### config.mk
export PLATFORM = sky130hd
export DESIGN_NAME = dcache_controller
export DESIGN_NICKNAME = d
export VERILOG_FILES = /design/src/rtl/dcache_controller_pkg.sv /design/src/rtl/dcache_controller_array.sv /design/src/rtl/dcache_controller.sv
export SDC_FILE = /design/constraint.sdc
export NUM_CORES = 1
export LEC_CHECK = 0
export CORE_MARGIN = 2
export CORE_UTILIZATION = 50
export CTS_CLUSTER_DIAMETER = 100
export CTS_CLUSTER_SIZE = 14
export DETAILED_ROUTE_END_ITERATION = 16
export GPL_TIMING_DRIVEN = 1
export PLACE_DENSITY = 0.76
export SYNTH_ARGS = -nofsm -noshare
export SYNTH_HDL_FRONTEND = slang
export SYNTH_SLANG_ARGS = --single-unit
### constraint.sdc
create_clock -name CLOCK -period 3.7 [get_ports CLOCK]
set_input_delay 1.11 -clock CLOCK [delete_from_list [all_inputs] [get_ports CLOCK]]
set_output_delay 1.11 -clock CLOCK [all_outputs]
set_load 0.01 [all_outputs]
### src/rtl/dcache_controller_pkg.sv
// -----------------------------------------------------------------------------
// dcache_controller_pkg
// Shared parameters, state encoding and address-field helpers for the
// direct-mapped, write-back, write-allocate data cache.
//   - Geometry: 8-bit words, 8-bit byte address, 8 lines of 4 words.
//   - Address split: {tag[7:5], index[4:2], offset[1:0]}.
//   - Memory side moves whole 32-bit blocks addressed by {tag, index}.
// -----------------------------------------------------------------------------
package dcache_controller_pkg;

    localparam int DATA_W      = 8;
    localparam int ADDR_W      = 8;
    localparam int NUM_SETS    = 8;
    localparam int BLOCK_WORDS = 4;

    localparam int IDX_W      = $clog2(NUM_SETS);
    localparam int OFF_W      = $clog2(BLOCK_WORDS);
    localparam int TAG_W      = ADDR_W - IDX_W - OFF_W;
    localparam int MEM_ADDR_W = ADDR_W - OFF_W;
    localparam int BLOCK_W    = DATA_W * BLOCK_WORDS;

    typedef enum logic [1:0] {
        IDLE       = 2'd0,
        WRITE_BACK = 2'd1,
        MEM_READ   = 2'd2
    } state_t;

    typedef struct packed {
        logic [TAG_W-1:0] tag;
        logic [IDX_W-1:0] index;
        logic [OFF_W-1:0] offset;
    } addr_fields_t;

    // Word 0 lives in the least significant byte of a block.
    function automatic logic [DATA_W-1:0] select_word(
        input logic [BLOCK_W-1:0] line,
        input logic [OFF_W-1:0]   offset
    );
        return line[offset*DATA_W +: DATA_W];
    endfunction

endpackage

### src/rtl/dcache_controller_array.sv
// -----------------------------------------------------------------------------
// dcache_controller_array
// Tag / valid / dirty / data storage for the data cache.
//   CLOCK, RESET          : clock, synchronous active-high reset
//   index                 : line selected for read, word write and fill
//   word_we, word_offset,
//   word_data             : CPU store into one word of the line (marks dirty)
//   fill_we, fill_tag,
//   fill_data             : whole-line refill from memory (valid, clean)
//   line_valid, line_dirty,
//   line_tag, line_data   : combinational view of the selected line
// RESET invalidates every line; tag and data contents are left untouched.
// -----------------------------------------------------------------------------
module dcache_controller_array
    import dcache_controller_pkg::*;
(
    input  logic               CLOCK,
    input  logic               RESET,
    input  logic [IDX_W-1:0]   index,
    input  logic               word_we,
    input  logic [OFF_W-1:0]   word_offset,
    input  logic [DATA_W-1:0]  word_data,
    input  logic               fill_we,
    input  logic [TAG_W-1:0]   fill_tag,
    input  logic [BLOCK_W-1:0] fill_data,
    output logic               line_valid,
    output logic               line_dirty,
    output logic [TAG_W-1:0]   line_tag,
    output logic [BLOCK_W-1:0] line_data
);

    logic [NUM_SETS-1:0] valid;
    logic [NUM_SETS-1:0] dirty;
    logic [TAG_W-1:0]    tags  [NUM_SETS];
    logic [BLOCK_W-1:0]  data  [NUM_SETS];

    // Status bits: the only state that must be known after reset.
    always_ff @(posedge CLOCK) begin
        if (RESET) begin
            valid <= '0;
            dirty <= '0;
        end else if (fill_we) begin
            valid[index] <= 1'b1;
            dirty[index] <= 1'b0;
        end else if (word_we) begin
            dirty[index] <= 1'b1;
        end
    end

    // NOTE: storage arrays carry no reset; an invalid line's contents are never
    // observed, and leaving them unreset lets them map onto plain RAM.
    always_ff @(posedge CLOCK) begin
        if (fill_we) begin
            tags[index] <= fill_tag;
            data[index] <= fill_data;
        end else if (word_we) begin
            data[index][word_offset*DATA_W +: DATA_W] <= word_data;
        end
    end

    assign line_valid = valid[index];
    assign line_dirty = dirty[index];
    assign line_tag   = tags[index];
    assign line_data  = data[index];

endmodule

### src/rtl/dcache_controller.sv
// -----------------------------------------------------------------------------
// dcache_controller
// Direct-mapped, write-back, write-allocate data cache between the CPU and a
// slow block-wide data memory.
//   CLOCK, RESET       : clock, synchronous active-high reset
//   read, write        : CPU load / store request, held until busywait is low
//   address, writedata : CPU byte address and store data
//   readdata           : load data, valid while read=1 and busywait=0
//   busywait           : CPU stall
//   mem_read/mem_write : block read / write request to memory
//   mem_address        : block address {tag, index}
//   mem_writedata      : victim block (word 0 in [7:0])
//   mem_readdata       : fetched block (word 0 in [7:0])
//   mem_busywait       : memory busy; a request is complete when it drops
// Hits are served with zero stall; a miss optionally writes back the dirty
// victim, then refills the line and returns to IDLE where the request hits.
// -----------------------------------------------------------------------------
module dcache_controller
    import dcache_controller_pkg::*;
(
    input  logic                  CLOCK,
    input  logic                  RESET,
    input  logic                  read,
    input  logic                  write,
    input  logic [ADDR_W-1:0]     address,
    input  logic [DATA_W-1:0]     writedata,
    output logic [DATA_W-1:0]     readdata,
    output logic                  busywait,
    output logic                  mem_read,
    output logic                  mem_write,
    output logic [MEM_ADDR_W-1:0] mem_address,
    output logic [BLOCK_W-1:0]    mem_writedata,
    input  logic [BLOCK_W-1:0]    mem_readdata,
    input  logic                  mem_busywait
);

    state_t       state;
    logic         issued;   // set after the first cycle of a memory state
    addr_fields_t fields;

    logic               line_valid;
    logic               line_dirty;
    logic [TAG_W-1:0]   line_tag;
    logic [BLOCK_W-1:0] line_data;

    logic hit;
    logic request;
    logic word_we;
    logic fill_we;

    assign fields  = addr_fields_t'(address);
    assign request = read | write;
    assign hit     = line_valid && (line_tag == fields.tag);

    // A store commits only once the line is resident; read&write acts as a store.
    assign word_we = !RESET && (state == IDLE) && write && hit;
    assign fill_we = !RESET && (state == MEM_READ) && issued && !mem_busywait;

    dcache_controller_array u_array (
        .CLOCK       (CLOCK),
        .RESET       (RESET),
        .index       (fields.index),
        .word_we     (word_we),
        .word_offset (fields.offset),
        .word_data   (writedata),
        .fill_we     (fill_we),
        .fill_tag    (fields.tag),
        .fill_data   (mem_readdata),
        .line_valid  (line_valid),
        .line_dirty  (line_dirty),
        .line_tag    (line_tag),
        .line_data   (line_data)
    );

    // The memory's busywait may still show the previous (idle) value in the
    // first cycle of a request, so it is only trusted once issued is set.
    // NOTE: sequential state uses non-blocking assignments so every register
    // samples pre-edge values regardless of statement order.
    always_ff @(posedge CLOCK) begin
        if (RESET) begin
            state  <= IDLE;
            issued <= 1'b0;
        end else begin
            case (state)
                IDLE: begin
                    issued <= 1'b0;
                    if (request && !hit)
                        state <= (line_valid && line_dirty) ? WRITE_BACK : MEM_READ;
                end
                WRITE_BACK: begin
                    if (!issued) begin
                        issued <= 1'b1;
                    end else if (!mem_busywait) begin
                        issued <= 1'b0;
                        state  <= MEM_READ;
                    end
                end
                MEM_READ: begin
                    if (!issued) begin
                        issued <= 1'b1;
                    end else if (!mem_busywait) begin
                        issued <= 1'b0;
                        state  <= IDLE;
                    end
                end
                default: begin
                    issued <= 1'b0;
                    state  <= IDLE;
                end
            endcase
        end
    end

    // Outputs decode from the state; RESET masks everything so an aborted
    // miss drops its memory request in the reset cycle itself.
    // NOTE: every output gets a default before the case so no path leaves one
    // unassigned, which would otherwise infer a latch.
    always_comb begin
        busywait      = 1'b0;
        mem_read      = 1'b0;
        mem_write     = 1'b0;
        mem_address   = '0;
        mem_writedata = '0;
        readdata      = '0;
        if (!RESET) begin
            readdata = select_word(line_data, fields.offset);
            case (state)
                IDLE: begin
                    busywait = request && !hit;
                end
                WRITE_BACK: begin
                    busywait      = 1'b1;
                    mem_write     = 1'b1;
                    mem_address   = {line_tag, fields.index};
                    mem_writedata = line_data;
                end
                MEM_READ: begin
                    busywait    = 1'b1;
                    mem_read    = 1'b1;
                    mem_address = {fields.tag, fields.index};
                end
                default: begin
                    busywait = 1'b0;
                end
            endcase
        end
    end

endmodule

==> results by group, run 1 <==
Run status
  • Run status: finished with violations
  • Failing checks: setup timing

Floorplanning
  • Die ar.: 27300 um^2
  • Initial Util: 0.513
  • Die X: 165 um
  • Chip height: 165 um
  • Row count: 58
  • Core Area: 25300 um^2
  • Boundary pin count: 102

Global routing
  • Total GRT Usage: 0.307
  • GRT overflow: 0
  • Vias in the first global route: 9584
  • First-pass GRT wire length: 60.2 mm
  • Initial antenna violation count: 0
  • Largest net degree at the start of global routing: 49

Power and ir drop
  • Lkg Pwr: 0.00666 uW
  • Final Total Pwr: 7320 uW
  • Max IR drop VDD: 0.000374 V
  • Pwr Density: 405 nW/um^2

Setup path
  • CP endpoint kind: primary output
  • Worst path slowest cell: mux4_2
  • Cells along the critical path: buf_12, buf_12, buf_12, mux4_2, mux2i_1, buf_4, and2_4, a311o_1, a21oi_2, buf_2
  • Crit Path Class: in2out
  • Startpoint Class: primary input
  • CP most frequent cell: buf_12
  • WP data arrival: 2930 ps
  • WP data required: 2590 ps
  • Crit Path Max Fanout: 7
  • Worst path max stage delay: 510 ps

Synthesis
  • Synth Instances: 848
  • Synth Area per Inst: 15.3 um^2
  • Mapped Nets: 910
  • Synth cell count leaders: edfxtp_1, mux2i_1, nor2_1
  • Count leader, synth: edfxtp_1
  • EDFF count, synth: 280
  • Ys flop type: edfxtp_1
  • Area leader, netlist: edfxtp_1
  • Synth unique cells: 58
  • Main area contributors after synthesis: edfxtp_1, mux4_2, mux2i_1
  • Async set-reset flop share out of synthesis: 0
  • Syn. warnings: 0
  • Yosys reg bits: 299
  • Post-Synthesis Cell Area: 13000 um^2
  • Post-synthesis sequential area ratio: 0.677
  • Top-area cell type share of the netlist area: 0.647

Final layout
  • Design Area, Final: 18100 um^2
  • Non-filler instance count after layout: 1546
  • Layout cells sized above 1: 0.420
  • Multi-input gate area: 4520 um^2
  • Layout overhead on the synthesized area: 39.1%
  • Fill cell count: 1517
  • FF+latch area: 8790 um^2
  • Final nets: 1258

STA
  • Final slew viol count: 0
  • Worst slew margin relative to its limit: 0.435
  • Setup TNS Final: -3990 ps
  • Setup violators final: 28
  • Final Cycle Share: 1.09
  • Final hold viol count: 0
  • RSZ-0062 raised after global routing: true
  • Worst Max-Slew Pin Slew: 823 ps
  • Clock skew: 28.7 ps
  • Final worst slack: -335 ps
  • FMAX: 248 MHz
  • Crit path time final: 4040 ps
  • Final hold slack: 477 ps

Clock tree
  • TritonCTS clock tree: done
  • CTS buffer count: 25
  • Worst-Skew Late Latency: 560 ps
  • CTS Sinks: 299
  • Clock Path Buffers: 3
  • Clock root buffer: clkbuf_16
  • # H-tree levels: 1
  • Clock slew seen by the registers of the worst setup and hold paths: 60 ps

Placement
  • PortBufs: 101
  • Cell total after placement: 1444
  • DP Area: 15900 um^2
  • Placed wire-length estimate: 27.0 mm
  • Placer Congestion: 0.953

Detailed routing
  • DR vias: 9918
  • Routed WL: 44.8 mm
  • Post-DRT Antenna Nets: 0
  • Residual DRC count: 0
  • WL/cell: 29.0 um
  • DRT Pass-1 Iters: 5
  • Iter 0 DRT Violations: 1562
  • Vias per cell: 6.42

Flow run
  • Max-Cap Viols: 0

Hold path
  • Min-delay worst type: reg2reg
[critical path, delay by kind of cell]
family	cells	cell delay, ps
multiplexers	2	720
AO/OA/AOI/OAI	2	190
AND/OR/NAND/NOR	1	140
buffers and inverters	5	760
[final timing paths]
kind	from	to	slack, ps	cells after the start
worst max-delay path	address[3]	readdata[1]	-340	10
worst min-delay path	u_array.valid[1]	u_array.valid[1]	480	2
worst min register to register	u_array.valid[1]	u_array.valid[1]	480	2
worst max register to register	u_array.tags[3][2]	u_array.data[2][20]	750	9
[metal layers]
layer	GRT usage	vias up	part of all wire
met5	0	-	0
met4	0.126	0	0.051
met3	0.0694	165	0.13
met2	0.490	857	0.47
met1	0.412	4874	0.35
li1	-	4022	-
[cell families (layout without fill, tap and decap cells)]
group / after synthesis / after routing / share of synthesized area
mux: 123 / 123 / 0.131
other cells: 0 / 1 / 0
buf+inv: 88 / 455 / 0.0331
simple gates: 174 / 174 / 0.0636
fa+ha+maj: 9 / 9 / 0.00867
flops: 299 / 299 / 0.677
compound gates: 155 / 155 / 0.0868
[registers in the layout (all words and copies together) (netlist names), named ones only]
register / count
state: 2
u_array.tags: 24
u_array.valid: 8
issued: 1
u_array.data: 256
[power by group]
part	switching, uW	leakage (uW)	internal (uW)
Sequential	9.71	0.00267	3710
Clock	1220	0.000341	1280
Combinational	576	0.00365	529
[through the flow]
step           utilization  setup slack (ps)
6_report             0.713              -335
5_1_grt              0.713              -389
4_1_cts              0.695              -261
3_5_place_dp         0.627              -997
3_3_place_gp         0.627              -975
2_1_floorplan            -             -60.3
[final cells by class]
cell class	count	area share
Antenna cell	1	0.000139
Timing Repair Buffer	365	0.190
Multi-Input combinational cell	461	0.250
Inverter	44	0.00997
Tap cell	330	0.0229
Sequential cell	299	0.487
Clock inverter	2	0.00111
Clock buffer	44	0.0386
[cells in the final DEF, fill, tap and decap left out, types with 26 or more instances in the layout]
cell type / n
buf_4: 183
inv_1: 39
nand2_1: 59
edfxtp_1: 280
mux2i_1: 66
nor2_1: 46
a21oi_1: 36
clkbuf_16: 26
mux4_2: 37
buf_2: 28
clkdlybuf4s50_1: 51
buf_6: 56
[timing repair]
item	in CTS	in global routing
setup buffers	46	26
setup endpoints to repair	48	42
hold endpoints to repair	0	0
gates resized for setup	285	121
cloned	5	1
pin swaps	44	42
hold buffers	0	0
Power figures use the tool's default switching activity.
==> run 2: changes to the inputs <==
--- a/config.mk
+++ b/config.mk
@@ -11,7 +11,8 @@
 export CTS_CLUSTER_SIZE = 14
 export DETAILED_ROUTE_END_ITERATION = 16
 export GPL_TIMING_DRIVEN = 1
-export PLACE_DENSITY = 0.76
+export MAX_ROUTING_LAYER = met4
+export PLACE_DENSITY_LB_ADDON = 0.2
 export SYNTH_ARGS = -nofsm -noshare
 export SYNTH_HDL_FRONTEND = slang
 export SYNTH_SLANG_ARGS = --single-unit
==> constraint.sdc (replaced) <==
create_clock -name CLOCK -period 3.7 [get_ports CLOCK]
set_input_delay 0.74 -clock CLOCK [delete_from_list [all_inputs] [get_ports CLOCK]]
set_output_delay 0.74 -clock CLOCK [all_outputs]
set_load 0.01 [all_outputs]
==> results by group, run 2 (same netlist as run 1, synthesis figures left out) <==
Run status
  • Run status: complete, no violations

Final layout
  • Design Area, Final: 16600 um^2
  • Layout cells sized above 1: 0.272
  • Largest register by flop count: u_array.data
  • Max reg flops: 256
  • Layout overhead on the synthesized area: 27.8%
  • Commonest non-fill, non-tap cell in the layout: edfxtp_1
  • Non-filler instance count after layout: 1479
  • Ant. Diodes: 0
  • Commonest non-fill, non-tap cells in the layout: edfxtp_1, buf_4, clkdlybuf4s50_1
  • Final nets: 1193
  • Top Registers: u_array.data x256, u_array.tags x24, u_array.valid x8

STA
  • Worst slew margin relative to its limit: 0.584
  • Final slew viol count: 0
  • Clock skew: 18.7 ps
  • Final hold viol count: 0
  • Setup violators final: 0
  • RSZ-0062 raised after global routing: false
  • Final worst slack: 56.3 ps
  • FMAX: 274 MHz
  • Worst Max-Slew Pin Slew: 607 ps
  • Final Cycle Share: 0.985
  • Crit path time final: 3640 ps
  • Final hold slack: 481 ps

Floorplanning
  • Chip height: 165 um
  • Die ar.: 27300 um^2
  • Core Area: 25300 um^2
  • Boundary pin count: 102
  • Row count: 58
  • Die X: 165 um
  • Initial Util: 0.513

Setup path
  • Critical path depth: 11
  • Critical R2R Capture: u_array.data[1][30]
  • CP most frequent cell: buf_4
  • Startpoint Class: primary input
  • CP Capture Point: mem_writedata[9]
  • Cells along the critical path: buf_4, buf_12, nor2b_2, buf_4, buf_4, a221oi_4, o22ai_2, buf_4, buf_4, and2_1, clkdlybuf4s50_1
  • Crit Path Class: in2out
  • Worst path slowest cell: clkdlybuf4s50_1
  • CP endpoint kind: primary output
  • Reg2reg setup slack: 1060 ps
  • CP startpoint: address[3]
  • R2R cell count: 8
  • Buf/Inv on CP: 7
  • Crit Path Max Fanout: 14
  • Top delay family on crit path: buffers and inverters
  • WP data required: 2960 ps
  • WP data arrival: 2900 ps
  • Worst path max stage delay: 470 ps
  • RR Startpoint: u_array.tags[3][1]

Detailed routing
  • Post-DRT Antenna Nets: 0
  • DRT Pass-1 Iters: 5
  • WL/cell: 25.5 um
  • Residual DRC count: 0
  • Routed WL: 37.8 mm
  • DR vias: 8757
  • Iter 0 DRT Violations: 882
  • Vias per cell: 5.92

Global routing
  • Initial antenna violation count: 0
  • Largest net degree at the start of global routing: 49
  • GRT overflow: 0
  • Total GRT Usage: 0.291
  • Vias in the first global route: 8638
  • First-pass GRT wire length: 54.9 mm

Power and ir drop
  • Lkg Pwr: 0.00594 uW
  • Pwr Density: 421 nW/um^2
  • Max IR drop VDD: 0.000365 V

Clock tree
  • CTS buffer count: 25
  • CTS Sinks: 299
  • Clock Path Buffers: 3
  • TritonCTS clock tree: done
  • # H-tree levels: 1
  • Clock root buffer: clkbuf_16
  • Worst-Skew Late Latency: 530 ps
  • Clock slew seen by the registers of the worst setup and hold paths: 60 ps

Placement
  • Placed wire-length estimate: 27.2 mm
  • DP Area: 15700 um^2
  • DP Worst Slack: -260 ps
  • Cell total after placement: 1429
  • Placer Congestion: 0.952
  • PortBufs: 101

Hold path
  • Min-delay worst type: reg2reg
  • WHS Path Cells: 2

Flow run
  • Max-Cap Viols: 0
-- run 2: metrics by stage --
stage | setup TNS (ps) | total power [uW] | utilization
global placement | -2140 | 4600 | 0.618
finish | 0 | 6980 | 0.655
floorplan | 0 | 4190 | -
global route | 0 | 7200 | 0.655
detailed placement | -1990 | 4610 | 0.618
CTS | 0 | 7000 | 0.654
-- run 2: how the worst min path moves through the flow --
stage                     startpoint          endpoint  slack [ps]
CTS                 u_array.valid[3]  u_array.valid[3]         480
global route        u_array.valid[5]  u_array.valid[5]         510
detailed placement  u_array.valid[4]  u_array.valid[4]         470
finish              u_array.valid[3]  u_array.valid[3]         480
floorplan           u_array.valid[0]  u_array.valid[0]         440
global placement    u_array.valid[6]  u_array.valid[6]         450
-- run 2: timing repair --
item | in CTS | in global routing
hold endpoints to repair | 0 | 0
cloned | 1 | 0
pin swaps | 1 | 0
gates resized for setup | 36 | 5
hold buffers | 0 | 0
buffers inserted | 3 | 1
endpoints found under the setup margin | 14 | 4
-- run 2: power breakdown --
part / leakage [uW] / internal, uW / total [uW] / switching (uW)
logic: 0.00294 / 394 / 850 / 456
registers: 0.00267 / 3710 / 3720 / 8.64
clock network: 0.000335 / 1270 / 2410 / 1140
total: 0.00594 / 5380 / 6980 / 1610
-- run 2: final cells by class --
cell class / count / area, um^2
Sequential cell: 299 / 8790
Fill cell: 1859 / 8730
Multi-Input combinational cell: 461 / 3900
Timing Repair Buffer: 300 / 2620
Clock buffer: 44 / 697
Tap cell: 330 / 413
Inverter: 44 / 169
Clock inverter: 1 / 8.76
-- run 2: layer usage --
layer / up-vias / wire (um) / global-route usage
met2: 409 / 18300 / 0.470
met5: - / 0 / -
met1: 4396 / 15400 / 0.387
met3: 73 / 2770 / 0.0382
li1: 3879 / - / -
met4: 0 / 1330 / 0.0957
-- run 2: worst reg2reg max path: cells and delay by family (launching register included) --
family                 cells  cell delay (ps)
AOI/OAI and AO/OA          3              750
muxes                      1              240
and+or+nand+nor            2              600
buffers and inverters      2              380
DFF                        1              360
